[config.mk]
export PLATFORM = sky130hd
export DESIGN_NAME = mult_inv_div_seq
export DESIGN_NICKNAME = d
export VERILOG_FILES = /design/src/rtl/mult_inv_div_seq.sv
export SDC_FILE = /design/constraint.sdc
export NUM_CORES = 1
export LEC_CHECK = 0
export ABC_AREA = 1
export CELL_PAD_IN_SITES_DETAIL_PLACEMENT = 1
export CELL_PAD_IN_SITES_GLOBAL_PLACEMENT = 2
export CORE_MARGIN = 2
export CORE_UTILIZATION = 33
export CTS_BUF_LIST = sky130_fd_sc_hd__clkbuf_2 sky130_fd_sc_hd__clkbuf_4 sky130_fd_sc_hd__clkbuf_8
export CTS_CLUSTER_DIAMETER = 40
export DETAILED_ROUTE_END_ITERATION = 6
export HOLD_SLACK_MARGIN = 0.05
export PLACE_DENSITY_LB_ADDON = 0.1
export RECOVER_POWER = 25
export SLEW_MARGIN = 20
export SYNTH_ARGS = -nofsm -noshare
export SYNTH_HDL_FRONTEND = slang
export SYNTH_SLANG_ARGS = --single-unit
[constraint.sdc]
create_clock -name CLK -period 4.6 [get_ports CLK]
set_input_delay 0.46 -clock CLK [delete_from_list [all_inputs] [get_ports CLK]]
set_output_delay 0.46 -clock CLK [all_outputs]
set_load 0.01 [all_outputs]
[src/rtl/mult_inv_div_seq.sv]
// mult_inv_div_seq: iterative restoring unsigned divider, one quotient bit per clock, registered in and out.
module mult_inv_div_seq #(
    parameter int A_WIDTH = 16,
    parameter int B_WIDTH = 8
) (
    input  logic               CLK,
    input  logic               RST,
    input  logic               IN_VALID,
    output logic               IN_READY,
    input  logic [A_WIDTH-1:0] A,
    input  logic [B_WIDTH-1:0] B,
    output logic               OUT_VALID,
    input  logic               OUT_READY,
    output logic [A_WIDTH-1:0] Q,
    output logic [B_WIDTH-1:0] R,
    output logic               DZ
);
    localparam int CW = $clog2(A_WIDTH + 1);

    typedef enum logic [1:0] {IDLE, BUSY, DONE} state_t;

    state_t             state, state_n;
    logic [A_WIDTH-1:0] dvd;
    logic [B_WIDTH-1:0] dvs;
    logic [B_WIDTH-1:0] rem, rem_n;
    logic [B_WIDTH:0]   trial;
    logic               ge;
    logic [CW-1:0]      cnt;

    assign IN_READY  = (state == IDLE);
    assign OUT_VALID = (state == DONE);

    // The dividend register doubles as the quotient register: dividend bits
    // leave at the top while quotient bits enter at the bottom.
    always_comb begin
        trial   = {rem, dvd[A_WIDTH-1]};
        ge      = trial >= {1'b0, dvs};
        rem_n   = B_WIDTH'(ge ? trial - {1'b0, dvs} : trial);
        state_n = (state == IDLE) ? (IN_VALID ? ((B == '0) ? DONE : BUSY) : IDLE) :
                  (state == BUSY) ? ((cnt == CW'(1)) ? DONE : BUSY) :
                  (OUT_READY ? IDLE : DONE);
    end

    always_ff @(posedge CLK) state <= RST ? IDLE : state_n;

    always_ff @(posedge CLK) begin
        if (RST) begin
            dvd <= '0;
            dvs <= '0;
            rem <= '0;
            cnt <= '0;
            Q   <= '0;
            R   <= '0;
            DZ  <= 1'b0;
        end else if (state == IDLE && IN_VALID) begin
            dvd <= A;
            dvs <= B;
            rem <= '0;
            cnt <= (B == '0) ? '0 : CW'(A_WIDTH);
            if (B == '0) begin
                Q  <= '1;
                R  <= A[B_WIDTH-1:0];
                DZ <= 1'b1;
            end
        end else if (state == BUSY) begin
            dvd <= {dvd[A_WIDTH-2:0], ge};
            rem <= rem_n;
            cnt <= cnt - CW'(1);
            if (cnt == CW'(1)) begin
                Q  <= {dvd[A_WIDTH-2:0], ge};
                R  <= rem_n;
                DZ <= 1'b0;
            end
        end
    end
endmodule

---- Word-level counts from Yosys, hierarchy flattened ----
Cells that the tools add are included.
word-level totals
  flip-flop bits (word level) ............. 64
  bits of input ports ..................... 28
  logic and storage cells ................. 46
operators by class
  add/sub/neg operators ................... 2
  magnitude comparators ................... 1
  equal/unequal tests ..................... 4
  mux-type cells .......................... 24
  reduce and logical (&&, ||, !) cells .... 7
operator list
  cell                 count
  $mux 16              6
  $mux 8               5
  $mux 5               3
  $mux 2               6
  $ge 9x8->1           1
  $logic_not 8->1      1
  $sub 8x8->8          1
  $eq 5x1->1 const B   1
  $sub 5x1->5 const B  1
  $mux 1               4
  $reduce_bool 2->1    2
  $reduce_and 3->1     1
  $eq 2x1->1 const B   1
  $eq 2x2->1 const B   1
  $logic_not 2->1      1
  $ne 2x1->1 const B   1
  $reduce_or 2->1      1
  $logic_and 1x1->1    1

---- Depth between registers and ports, before layout ----
Gate-level depths: netlist (run 1).
  depth in word-level cells ............... 5
  gate-level depth with buffers ........... 14

---- Worst setup path before layout (run 1) ----
Ideal clock, no wire load.
  path kind ............................... register to register
  start point ............................. reg dvs[2]
  end point ............................... reg rem[7]
  arrival time ............................ 1.550 ns
  slack ................................... 2.937 ns
  cell stages (with the launch flop) ...... 12
  buffers on the path ..................... 0
  cell sequence ........................... dfxtp_1 inv_1 ha_1 or2_4 nand3_4 nand2_4 nand2_4 nand2_8 nand2_2 nand2_2 o21ai_1 inv_1
between the ends
  cells in the longest elaborated chain, start to end .. 2
ends and longest elaborated chain
  item                                       RTL line  source
  from (decl)                                24        logic [B_WIDTH-1:0] dvs;
  from (signal assigned)                     49        dvs <= '0;
  from (signal assigned)                     57        dvs <= B;
  $sub 8x8->8 or $ge 9x8->1 (tied branches)  38, 37
  $mux 8 (*)                                 38        rem_n = B_WIDTH'(ge ? trial - {1'b0, dvs} : trial);
  to (signal assigned)                       67        rem <= rem_n;
  to (decl)                                  25        logic [B_WIDTH-1:0] rem, rem_n;
Mark *: on every way between the ends. The rest lies on a longest branch, timed or not.
A chain may end at the register's enable or synchronous reset.

---- Worst setup path after layout (run 1) ----
  start point ............................. in RST
  end point ............................... reg rem[3]
between the ends
  cells in the longest elaborated chain, start to end .. 1
ends and longest elaborated chain
  item                              RTL line  source
  from (decl)                       7         input logic RST,
  $reduce_or 2->1 (no source line)  -
Every way passes these cells.

==> results.py, run 1 <==
metrics = {
    "power_and_ir_drop": {
        "p_per_area_mw_per_mm2": 374,
        "power_frac_seq_pct": 41.2,
        "p_clk_share_pct": 27.9,
        "p_sw_mw": 0.543,
        "p_leak_nw": 1.84,
        "combPwrFrac_pct": 30.9,
        "switching_share_pct": 36.0,
        "ir_worst_vdd_mv": 0.151,
        "p_int_mw": 0.967,
    },
    "placed_design": {
        "gp_congestion": 0.768,
        "placed_area_mm2": 0.00388,
        "dp_slack_ps": 1720,
        "port_buffers": 54,
        "dpl.hpwl_mm": 6.57,
    },
    "sta": {
        "slew_headroom_pct": 43.7,
        "finalClockSkew_ps": 8.22,
        "fin_tns_setup_ps": 0,
        "rsz0062_at_grt": "no",
        "setup_viol": 0,
        "tightestPinTransition_ps": 843,
        "report.final.slew_viol_count": 0,
        "period_needed_ps": 2540,
        "setup_ws_ps": 2060,
        "post-route-period-util_pct": 55.2,
        "max_freq_mhz": 393,
        "hold_violations": 0,
    },
    "cells_and_area": {
        "fillers": 1266,
        "final_nets": 531,
        "stdcell_area_mm2": 0.00404,
        "seq_area_mm2": 0.00128,
        "antenna_cells": 0,
        "multi_input_area_mm2": 0.00167,
        "layout-drive-gt1-share_pct": 10.7,
        "final_common_cell": "nand2_1",
        "mostFrequentLayoutCells": "100 x nand2_1, 64 x dfxtp_1, 53 x inv_1",
        "area_growth_pct": 23.3,
    },
    "detailed_routing": {
        "avgRoutedWirePerCell_um": 14.7,
        "drt_wl_total_mm": 9.22,
        "num_vias": 3025,
        "drt_drc_violations_left": 0,
        "viasPerCell": 4.82,
        "first_iter_violations": 64,
        "ant_nets": 0,
        "drt_pre_antenna_iters": 4,
    },
    "status": {
        "outcome": "complete, no violations",
    },
    "clocking": {
        "cts_setup_buffers": 0,
        "cts_sinks": 64,
        "cts_resized": 0,
        "htreeDepth": 3,
        "cts_buffers": 9,
        "clock_latency_ps": 350,
        "cts-root-buf": "clkbuf_8",
        "cts_hold_buffers": 0,
        "path_clk_slew_ps": 70,
        "clk_path_buf_depth": 2,
        "cts_tree": "yes",
    },
    "global_route": {
        "grt_usage_pct": 18.1,
        "grt_pass1_wl_mm": 15.7,
        "grt_pass1_vias": 3159,
        "antenna_found_initial": 0,
        "grt-ovfl-total": 0,
        "grt_max_degree": 41,
    },
    "die": {
        "dieArea_mm2": 0.0108,
        "core-area_mm2": 0.00973,
        "start_util_pct": 33.7,
        "fp-row-count": 36,
        "dieHeight_um": 104,
        "chipWidth_um": 104,
        "num_io_pins": 55,
    },
    "synth": {
        "syn_avg_cell_area_um2": 7.37,
        "synth_edf_count": 0,
        "syn-num-nets": 484,
        "synth_cell_types": 36,
        "synth_ff_type": "dfxtp_1",
        "syn_area_mm2": 0.00328,
        "synth_seq_cells": 64,
        "synth-async-reset-ratio_pct": 0,
        "ys_seq_area_share_pct": 39.1,
        "yosysWarnings": 0,
        "synth_cells": 445,
    },
    "worst_hold_path": {
        "min_path_type": "reg -> reg",
        "whs_path_depth": 2,
    },
    "worst_setup_path": {
        "criticalPathCategory": "in -> reg",
        "start_kind": "input port",
        "slowest_delay_ps": 820,
        "cp-end-kind": "flop",
        "cp.arrival_ps": 2830,
        "worstPathCellList": "clkdlybuf4s50_1, inv_1, nand2_1, a21oi_1, o21ai_1, inv_1",
        "crit_top_cell": "inv_1",
        "rr_worst_depth": 7,
        "critPathRequiredTime_ps": 4890,
        "slowest_stage": "inv_1",
        "crit_fanout": 25,
    },
    "job": {
        "cap_violations": 0,
    },
}
## through the flow
stage	total power [mW]	util (%)	instances	hold WS, ps
detailed placement	1.11	39.9	614	463
finish	1.51	41.6	628	468
CTS	1.54	41.6	628	474
global placement	1.10	39.9	614	453
global route	1.62	41.6	628	491
floorplan	0.979	-	445	436
## power by group through the flow
stage / clock, mW / sequential (mW) / combinational [mW]
floorplan: 0 / 0.629 / 0.350
global placement: 0 / 0.634 / 0.467
detailed placement: 0 / 0.634 / 0.475
CTS: 0.440 / 0.622 / 0.478
global route: 0.463 / 0.627 / 0.532
finish: 0.422 / 0.622 / 0.467
## worst max-delay path, delay by kind of cell
| family | cells | cell delay [ps] |
|---|---|---|
| AO/OA/AOI/OAI | 2 | 310 |
| AND/OR/NAND/NOR | 1 | 380 |
| buffers and inverters | 3 | 1660 |
## worst paths after layout
path | startpoint | endpoint | slack, ps
setup reg to reg | state[0] | Q[11] | 2340
setup / recovery | RST | rem[3] | 2060
hold / removal | cnt[1] | cnt[1] | 470
hold reg to reg | cnt[1] | cnt[1] | 470
## kinds of logic after synthesis
kind of cell               synth area share, %
AOI/OAI and AO/OA                         17.1
and+or+nand+nor                           28.2
buffers and inverters                     10.1
xor gates and xnor gates                  1.07
DFF                                       39.1
adders and majority gates                 4.43
## metal layers
| metal | routed length [um] | share of wire, % | track usage [%] | up-vias |
|---|---|---|---|---|
| li1 | - | - | - | 1545 |
| met5 | 0 | 0 | 0 | - |
| met4 | 146 | 1.6 | 5.89 | 0 |
| met3 | 342 | 3.7 | 4.47 | 11 |
| met2 | 4230 | 46 | 29.0 | 51 |
| met1 | 4500 | 49 | 24.0 | 1418 |
## state kept, by name (all words and copies together), names as in the netlist
signal	flops
dvs	8
rem	8
DZ	1
state	2
cnt	5
Q	16
dvd	16
R	8
## cell type report
cell class	instances	area share, %
Tap cell	133	4.12
Clock buffer	10	3.40
Inverter	58	5.45
Timing Repair Buffer	55	13.6
Multi-Input combinational cell	304	41.2
Clock inverter	4	0.557
Sequential cell	64	31.7
## synth_stat cells (2+ instances only)
master	instances	area, um2
a21boi_0	8	60.1
a21oi_1	28	140
a21oi_2	3	26.3
a31oi_1	17	106
buf_2	8	40.0
buf_4	4	30.0
buf_6	2	22.5
clkbuf_1	5	18.8
dfxtp_1	64	1280
ha_1	10	125
inv_1	53	199
inv_2	3	11.3
nand2_1	100	375
nand2_2	14	87.6
nand2_4	4	45.0
nand3_1	31	155
nor2_1	31	116
nor2_2	4	25.0
nor2_4	4	45.0
o21ai_0	13	65.1
o21ai_1	16	80.1
o221ai_1	7	61.3
xnor2_1	3	26.3
Note: power is estimated with default switching activity, not from simulation.
==> inputs of run 2 (changes only) <==
- CORE_UTILIZATION: 33 -> 31
- clock period: 4.6 -> 2.6 ns (I/O delays scaled with it)
==> run 2 against run 1 <==
Via count about the same. Total power increased by 83%. Clock power increased by 96%. Clock skew increased by 2.5 ps. Non-clock buffer count increased by 4. Largest cell class unchanged. Cell area increased by 1.0%. Global-route usage decreased by 0.41 points. Sequential share of layout area decreased by 0.32 points.
==> results.py, run 2 (synthesized netlist as in run 1, its figures left out) <==
metrics = {
    "clocking": {
        "cts_buffers": 9,
        "cts_sinks": 64,
        "cts-root-buf": "clkbuf_8",
        "htreeDepth": 3,
        "clock_latency_ps": 340,
        "path_clk_slew_ps": 80,
        "cts_resized": 0,
        "clk_path_buf_depth": 2,
        "cts_tree": "yes",
        "cts_hold_buffers": 0,
        "cts_setup_buffers": 0,
    },
    "cells_and_area": {
        "mostFrequentLayoutCells": "100 x nand2_1, 64 x dfxtp_1, 53 x inv_1",
        "multi_input_area_mm2": 0.00166,
        "fillers": 1311,
        "final_util_pct": 39.7,
        "layout-drive-gt1-share_pct": 11.2,
        "area_growth_pct": 24.5,
        "antenna_cells": 0,
        "biggestRegsByFlops": "Q: 16 flops, dvd: 16 flops",
        "final_nets": 535,
        "final_common_cell": "nand2_1",
        "stdcell_area_mm2": 0.00408,
        "seq_area_mm2": 0.00128,
        "fin_cells": 635,
    },
    "detailed_routing": {
        "ant_nets": 0,
        "viasPerCell": 4.77,
        "drt_pre_antenna_iters": 4,
        "avgRoutedWirePerCell_um": 15.0,
        "drt_drc_violations_left": 0,
        "first_iter_violations": 67,
        "drt_wl_total_mm": 9.55,
        "num_vias": 3028,
    },
    "worst_hold_path": {
        "whs_path_depth": 2,
        "min_path_type": "reg -> reg",
    },
    "worst_setup_path": {
        "cp-end-kind": "flop",
        "crit_fanout": 39,
        "start_kind": "flop",
        "crit_top_cell": "nand2_1",
        "crit_path_start": "state[0]",
        "worst_r2r_startpoint": "state[0]",
        "critPathRequiredTime_ps": 2880,
        "rr_worst_depth": 7,
        "slowest_stage": "clkbuf_2",
        "r2r_end": "rem[1]",
        "worstPathCellList": "nor2_2, nand2_2, clkbuf_2, nand2_1, a21oi_1, nand2_1, inv_1",
        "cp_num_buf_inv": 2,
        "criticalPathCategory": "reg -> reg",
        "cp.arrival_ps": 2370,
        "crit_end": "rem[1]",
        "path_depth": 7,
        "cp_top_family": "buffers and inverters",
        "r2r_setup_slack_ps": 510,
        "slowest_delay_ps": 640,
    },
    "placed_design": {
        "post-place-cells": 621,
        "dpl.hpwl_mm": 6.97,
        "gp_congestion": 0.774,
        "port_buffers": 54,
        "placed_area_mm2": 0.00392,
    },
    "die": {
        "start_util_pct": 31.9,
        "fp-row-count": 37,
        "num_io_pins": 55,
        "core-area_mm2": 0.0103,
        "chipWidth_um": 107,
        "dieHeight_um": 107,
        "dieArea_mm2": 0.0114,
    },
    "power_and_ir_drop": {
        "combPwrFrac_pct": 30.2,
        "ir_worst_vdd_mv": 0.273,
        "p_per_area_mw_per_mm2": 676,
        "power_frac_seq_pct": 39.8,
        "switching_share_pct": 34.8,
        "p_int_mw": 1.80,
        "p_clk_share_pct": 30.0,
        "p_sw_mw": 0.962,
        "power_mw": 2.76,
        "p_leak_nw": 1.84,
    },
    "sta": {
        "hold_violations": 0,
        "report.final.slew_viol_count": 0,
        "slew_headroom_pct": 39.1,
        "finalClockSkew_ps": 10.7,
        "tightestPinTransition_ps": 913,
        "post-route-period-util_pct": 80.2,
        "period_needed_ps": 2090,
        "fin_tns_setup_ps": 0,
        "setup_viol": 0,
        "max_freq_mhz": 480,
        "rsz0062_at_grt": "no",
    },
    "job": {
        "cap_violations": 0,
    },
    "global_route": {
        "grt-ovfl-total": 0,
        "grt_max_degree": 40,
        "grt_pass1_vias": 3133,
        "antenna_found_initial": 0,
        "grt_usage_pct": 17.7,
        "grt_pass1_wl_mm": 15.8,
    },
    "status": {
        "outcome": "complete, no violations",
    },
}
run 2: cell count changes in the layout (fill, tap and decap cells not counted), sizes merged:
cell,change
buf,+2
bufinv,+1
clkdlybuf4s50,+7
clkbuf,+2
dlygate4sd3,-7
clkinv,-1
run 2: routing by layer:
| metal | wire length (um) | part of all wire, % | GRT usage [%] | up-vias |
|---|---|---|---|---|
| li1 | - | - | - | 1548 |
| met5 | 0 | 0 | 0 | - |
| met2 | 4510 | 47 | 29.6 | 55 |
| met1 | 4560 | 48 | 23.2 | 1417 |
| met3 | 397 | 4.2 | 4.01 | 8 |
| met4 | 85 | 0.89 | 4.36 | 0 |
run 2: area by class of cell:
class                           count  share of cell area, %
Inverter                           58                   5.39
Timing Repair Buffer               59                   14.0
Multi-Input combinational cell    304                   40.7
Tap cell                          136                   4.17
Sequential cell                    64                   31.4
Clock buffer                       10                   3.22
Clock inverter                      4                   1.16
run 2: per-stage QoR:
step,setup WS [ps],hold WS (ps)
global route,330,482
floorplan,937,399
CTS,655,469
global placement,674,453
detailed placement,641,456
finish,515,463
run 2: power by group through the flow:
stage | Clock (mW) | Combinational [mW] | Sequential (mW)
2_1_floorplan | 0 | 0.618 | 1.11
3_3_place_gp | 0 | 0.843 | 1.12
3_5_place_dp | 0 | 0.853 | 1.12
4_1_cts | 0.859 | 0.859 | 1.10
5_1_grt | 0.903 | 0.952 | 1.11
6_report | 0.828 | 0.835 | 1.10
run 2: how the worst min path moves through the flow:
| stage | start | end | slack [ps] |
|---|---|---|---|
| after floorplan | B[3] | dvs[3] | 400 |
| after global placement | cnt[1] | cnt[1] | 450 |
| after detailed placement | cnt[1] | cnt[1] | 460 |
| after CTS | cnt[1] | cnt[1] | 470 |
| after global routing | cnt[1] | cnt[1] | 480 |
| final | DZ | DZ | 460 |
run 2: worst reg2reg max path: cells and delay by family (launching register included):
kind                   cells  cell delay (ps)
AOI/OAI and AO/OA          1              250
buffers and inverters      2              690
DFF                        1              410
and+or+nand+nor            4              690
==> inputs of run 3 (changes only) <==
- clock period: 2.6 -> 2.1 ns (I/O delays scaled with it)
==> run 3 against run 2 <==
Total power grew 34%. Sequential cell count stayed put. Wire length increased by 3.8%. Sequential share of layout area down 0.54 points. Cell count rose by 0.47%. Worst hold slack better by 1.9 ps. Global-route usage is 1.2 points higher. Clock skew is essentially flat. Combinational power rose by 26%. Fmax increased by 11%. Utilization increased by 0.69 points. Cell area grew 1.7%. Critical path type unchanged. Largest cell class unchanged.
==> results.py, run 3 (synthesized netlist as in run 1, its figures left out) <==
metrics = {
    "sta": {
        "fin_tns_setup_ps": 0,
        "period_needed_ps": 1880,
        "max_freq_mhz": 532,
        "hold_violations": 0,
        "hold_ws_ps": 465,
        "finalClockSkew_ps": 10.4,
        "post-route-period-util_pct": 89.4,
        "report.final.slew_viol_count": 0,
        "rsz0062_at_grt": "no",
        "tightestPinTransition_ps": 625,
        "setup_viol": 0,
        "slew_headroom_pct": 58.3,
    },
    "clocking": {
        "cts_tree": "yes",
        "cts_hold_buffers": 0,
        "cts-root-buf": "clkbuf_8",
        "clk_path_buf_depth": 2,
        "htreeDepth": 3,
        "cts_buffers": 9,
        "cts_setup_buffers": 0,
        "cts_resized": 0,
        "path_clk_slew_ps": 80,
        "cts_sinks": 64,
        "clock_latency_ps": 350,
    },
    "global_route": {
        "grt_pass1_vias": 3190,
        "grt_max_degree": 40,
        "grt_pass1_wl_mm": 16.6,
        "antenna_found_initial": 0,
        "grt_usage_pct": 18.9,
        "grt-ovfl-total": 0,
    },
    "die": {
        "dieHeight_um": 107,
        "fp-row-count": 37,
        "start_util_pct": 31.9,
        "chipWidth_um": 107,
        "num_io_pins": 55,
        "core-area_mm2": 0.0103,
        "dieArea_mm2": 0.0114,
    },
    "placed_design": {
        "port_buffers": 54,
        "gp_congestion": 0.817,
        "dpl.hpwl_mm": 7.10,
        "placed_area_mm2": 0.00393,
    },
    "worst_setup_path": {
        "r2r_setup_slack_ps": 220,
        "start_kind": "flop",
        "cp-end-kind": "flop",
        "criticalPathCategory": "reg -> reg",
        "cp.arrival_ps": 2150,
        "rr_worst_depth": 10,
        "crit_fanout": 10,
        "critPathRequiredTime_ps": 2370,
    },
    "worst_hold_path": {
        "whs_path_depth": 2,
        "min_path_type": "reg -> reg",
    },
    "detailed_routing": {
        "avgRoutedWirePerCell_um": 15.5,
        "drt_wl_total_mm": 9.91,
        "ant_nets": 0,
        "drt_pre_antenna_iters": 4,
        "drt_drc_violations_left": 0,
        "first_iter_violations": 78,
        "viasPerCell": 4.80,
        "num_vias": 3062,
    },
    "cells_and_area": {
        "final_common_cell": "nand2_1",
        "antenna_cells": 0,
        "layout-drive-gt1-share_pct": 11.0,
        "final_nets": 537,
        "biggestRegsByFlops": "Q: 16 flops, dvd: 16 flops",
        "mostFrequentLayoutCells": "101 x nand2_1, 64 x dfxtp_1, 55 x inv_1",
        "stdcell_area_mm2": 0.00416,
        "area_growth_pct": 26.7,
    },
    "power_and_ir_drop": {
        "p_per_area_mw_per_mm2": 891,
        "ir_worst_vdd_mv": 0.339,
        "p_leak_nw": 1.84,
    },
    "status": {
        "outcome": "complete, no violations",
    },
    "job": {
        "cap_violations": 0,
    },
}
-- run 3: cell count changes in the layout (fill, tap and decap cells not counted), sizes merged --
cell | before | now
buf | 3 | 6
bufinv | 1 | 2
clkbuf | 12 | 14
clkdlybuf4s50 | 40 | 53
clkinv | 3 | 1
clkinvlp | 1 | 0
dlygate4sd3 | 14 | 1
-- run 3: critical path: stages, from the launching register on --
cell and delay, ps:
dfxtp_1 310, inv_1 50, ha_1 370, or2_4 300
nand3_4 90, nand2_4 60, nand2_4 140, nand2_8 110
nand2_2 80, nand3_1 80, a21oi_1 190
-- run 3: metrics by stage --
step	worst slack (ps)	utilization (%)	power [mW]	std cells
2_1_floorplan	437	-	2.14	445
3_3_place_gp	120	38.3	2.44	623
3_5_place_dp	106	38.3	2.45	623
4_1_cts	185	40.6	3.77	638
5_1_grt	40.6	40.4	3.95	638
6_report	222	40.4	3.70	638
-- run 3: power breakdown --
part | switching (mW) | internal, mW
clock | 0.502 | 0.793
combinational | 0.659 | 0.387
sequential | 0.0576 | 1.30
total | 1.22 | 2.48
-- run 3: final timing paths --
check,start,end
setup reg to reg,dvs[2],R[2]
setup / recovery,dvs[2],R[2]
hold / removal,dvs[5],dvs[5]
hold reg to reg,dvs[5],dvs[5]
-- run 3: layout make-up --
class / count / area (um2)
clock inverters: 2 / 60.1
clock buffers: 13 / 179
fillers: 1289 / 6120
multi-input cells: 304 / 1650
inverters: 58 / 220
well taps: 136 / 170
repair buffers: 61 / 591
flip-flops and latches: 64 / 1280
-- run 3: routing by layer --
metal	track usage (%)	up-vias	share of wire [%]
li1	-	1548	-
met1	25.1	1463	49
met2	30.8	43	47
met3	3.34	8	2.7
met4	6.68	0	1.4
met5	0	-	0
==> RTL change 1 (config.mk and constraints of run 3) <==
`B_WIDTH`: 8 -> 10.
--- a/src/rtl/mult_inv_div_seq.sv
+++ b/src/rtl/mult_inv_div_seq.sv
@@ -1,7 +1,7 @@
 // mult_inv_div_seq: iterative restoring unsigned divider, one quotient bit per clock, registered in and out.
 module mult_inv_div_seq #(
     parameter int A_WIDTH = 16,
-    parameter int B_WIDTH = 8
+    parameter int B_WIDTH = 10
 ) (
     input  logic               CLK,
     input  logic               RST,
Ports: changed (resized B and R); port bits go from 55 to 59. The function was not compared with the original's and may differ.
==> RTL change 1 against run 3 <==
- sequential cell count is 6 higher
- worst setup slack worse by 0.036 ns
- routed wire length is 12% higher
- power is 6.4% higher
- clock skew is 0.0017 ns lower
- sequential share of layout area is 0.73 points lower
- synthesized area is 11% higher
- cell area is 12% higher
- critical endpoint is now R[0]$_SDFFE_PP0P_
- largest cell class unchanged
==> RTL change 1: results (changes against run 3) <==
HP Class = in -> reg
Crit Path Max Fanout = 14 (+4)
Status = complete, no violations
1st-iter DRT viols = 120 (+54%)
Vias in the first global route = 3659 (+15%)
DP Wirelength = 8.245 mm (+16%)
WHS Path Cells = 3 (+1)
GR Util met1 = 25.66% (+0.59 points)
Mapped Cells = 499 (+12%)
Cell Pwr Density = 846.0 nW/um^2 (-5.0%)
Design area = 4654 um^2 (+12%)
Commonest cells post-synth = nand2_1, dfxtp_1, inv_1
Cells after DPL = 692 (+11%)
Wire length on met3 = 285 um (+8.4%)
TritonRoute pass-1 iters = 6 (+2)
Clock share of power = 31.9% (-3.1 points)
First-pass GRT wire length = 18.45 mm (+11%)
Worst-case clock skew = 0.008657 ns (-0.001721 ns)
GRT Util Overall = 18.58% (-0.30 points)
Gpl congestion = 0.7712 (-5.6%)
Sequential power = 1.48 mW (+9%)
Static leakage = 2.017 nW (+9.7%)
Synth Area in Compound Gates = 20.95% (+3.8 points)
WL met2 = 5.103 mm (+8.6%)
Fillers = 1436 (+11%)
Top post-synthesis cells by area = dfxtp_1, nand2_1, a21oi_1, inv_1, o21ai_0
Largest net degree at the start of global routing = 34 (-15%)
XOR/XNOR Fraction of Synth Area = 0.7236% (-0.34 points)
Cell Area, Placed = 4370 um^2 (+11%)
==> RTL change 1: changes by cell type after synthesis, moves of 5 or more <==
| cell | delta |
|---|---|
| a21oi_2 | +5 |
| nand2_2 | -5 |
| o21ai_0 | +21 |
| a21oi_1 | +23 |
| nand4_1 | +6 |
| nand2_1 | +7 |
| nand3_1 | -20 |
| inv_2 | +8 |
| nand3_2 | +6 |
| dfxtp_1 | +6 |
| a21boi_0 | -8 |
| clkbuf_1 | +5 |
==> RTL change 1: worst paths after layout <==
kind                        from                    to  slack [ns]
max          dvs[5]$_SDFFE_PP0P_     R[0]$_SDFFE_PP0P_        0.19
min                        A[15]  dvd[15]$_SDFFE_PP0P_        0.45
max reg2reg  dvs[5]$_SDFFE_PP0P_     R[0]$_SDFFE_PP0P_        0.19
min reg2reg    Q[2]$_SDFFE_PP0P_     Q[2]$_SDFFE_PP0P_        0.46
==> RTL change 1: what timing repair did <==
item / 4_1_cts / 5_1_grt
endpoints found under the setup margin: 6 / 15
pin swaps: 1 / 0
gates resized for setup: 2 / 10
buffers inserted: 3 / 0
==> RTL change 1: cells by family (layout without fill, tap and decap cells) <==
group                    count (synthesis)  after routing
AO/OA/AOI/OAI                          135            135
XOR/XNOR                                 3              3
flip-flops                              70             70
AND/OR/NAND/NOR                        189            189
buffers and inverters                   89            158
adder cells (fa/ha/maj)                 13             13
==> RTL change 1: layout make-up <==
class / instances / area share (%)
tap: 143 / 3.844
timing repair buffer: 75 / 15.43
clock buffer: 9 / 2.661
inverter: 67 / 5.403
sequential: 70 / 30.11
clock inverter: 7 / 2.070
multi-input combinational: 340 / 40.48
==> RTL change 2 (flow settings as in run 3) <==
Without the edit above. Encoding of `state_t`: now one-hot (3 bits for 3 states).
--- a/src/rtl/mult_inv_div_seq.sv
+++ b/src/rtl/mult_inv_div_seq.sv
@@ -17,7 +17,7 @@
 );
     localparam int CW = $clog2(A_WIDTH + 1);
 
-    typedef enum logic [1:0] {IDLE, BUSY, DONE} state_t;
+    typedef enum logic [2:0] {IDLE = 3'b001, BUSY = 3'b010, DONE = 3'b100} state_t;
 
     state_t             state, state_n;
     logic [A_WIDTH-1:0] dvd;
Function: same outputs for any inputs over 10 cycles, from zero or initial values and one cycle with RST high; not proved beyond that.
==> RTL change 2 against run 3 <==
- synthesized cell count decreased by 3.4%
- power fell by 12%
- first-iteration DRC count up 31%
- synthesized area decreased by 2.6%
- clock skew is 0.0025 ns lower
- global-route usage decreased by 0.92 points
- sequential cell count up 1
- cell area fell by 2.4%
- largest cell class unchanged
- worst setup slack worse by 0.019 ns
- routed wire length shrank 4.2%
==> RTL change 2: results (changes against run 3) <==
Status = complete, no violations
Peak VDD IR = 0.0003587 V (+5.9%)
DP Wirelength = 7.056 mm (-0.56%)
Worst-Margin Slew = 0.8170 ns (+0.1921 ns)
GRT Util Overall = 17.96% (-0.92 points)
Seq/Total Area, Yosys = 40.72% (+1.7 points)
Grt met2 use = 28.99% (-1.8 points)
Critical Path Max Stage Delay = 0.34 ns (-0.03 ns)
Adder-cell share of the synthesized area = 4.542% (+0.12 points)
M1 wire length = 4.568 mm (-5.2%)
Final cell count without fillers = 625 (-2.0%)
Gpl congestion = 0.7876 (-3.6%)
Fmax = 527.0 MHz (-1.0%)
Switch Pwr = 1.098 mW (-9.9%)
Final clock-cell share = 4.567% (-1.2 points)
Cell Area, Placed = 3859 um^2 (-1.8%)
Final core utilization = 39.82% (-0.62 points)
NumNets Final = 524 (-2.4%)
Mapped Nets = 469 (-3.1%)
Yosys reg bits = 65 (+1.6%)
Number of different library cells in the post-synthesis netlist = 34 (-5.6%)
Cell count of the worst reg-to-reg path = 12 (+2)
Flop-to-flop setup slack = 0.20 ns (-0.02 ns)
Share of layout cells above drive strength 1 = 8.589% (-2.4 points)
Static leakage = 1.837 nW (about the same)
-- RTL change 2: cell types whose count changed after synthesis, moves of 3 or more --
cell	run 3	this run
nand2_2	14	1
nor2_4	4	0
clkbuf_1	5	8
a21o_1	0	3
nor2_2	4	1
o21ai_1	16	9
a21oi_1	28	41
nand2_1	100	87
a21boi_0	8	0
o21ai_0	13	26
buf_2	8	5
o221ai_1	7	14
a31oi_1	17	11
-- RTL change 2: path summary, 6_finish.rpt --
kind | startpoint | endpoint
worst min register to register | Q[1]$_SDFFE_PP0P_ | Q[1]$_SDFFE_PP0P_
worst min-delay path | Q[1]$_SDFFE_PP0P_ | Q[1]$_SDFFE_PP0P_
worst max-delay path | dvs[6]$_SDFFE_PP0P_ | rem[7]$_SDFFE_PP0P_
worst max register to register | dvs[6]$_SDFFE_PP0P_ | rem[7]$_SDFFE_PP0P_
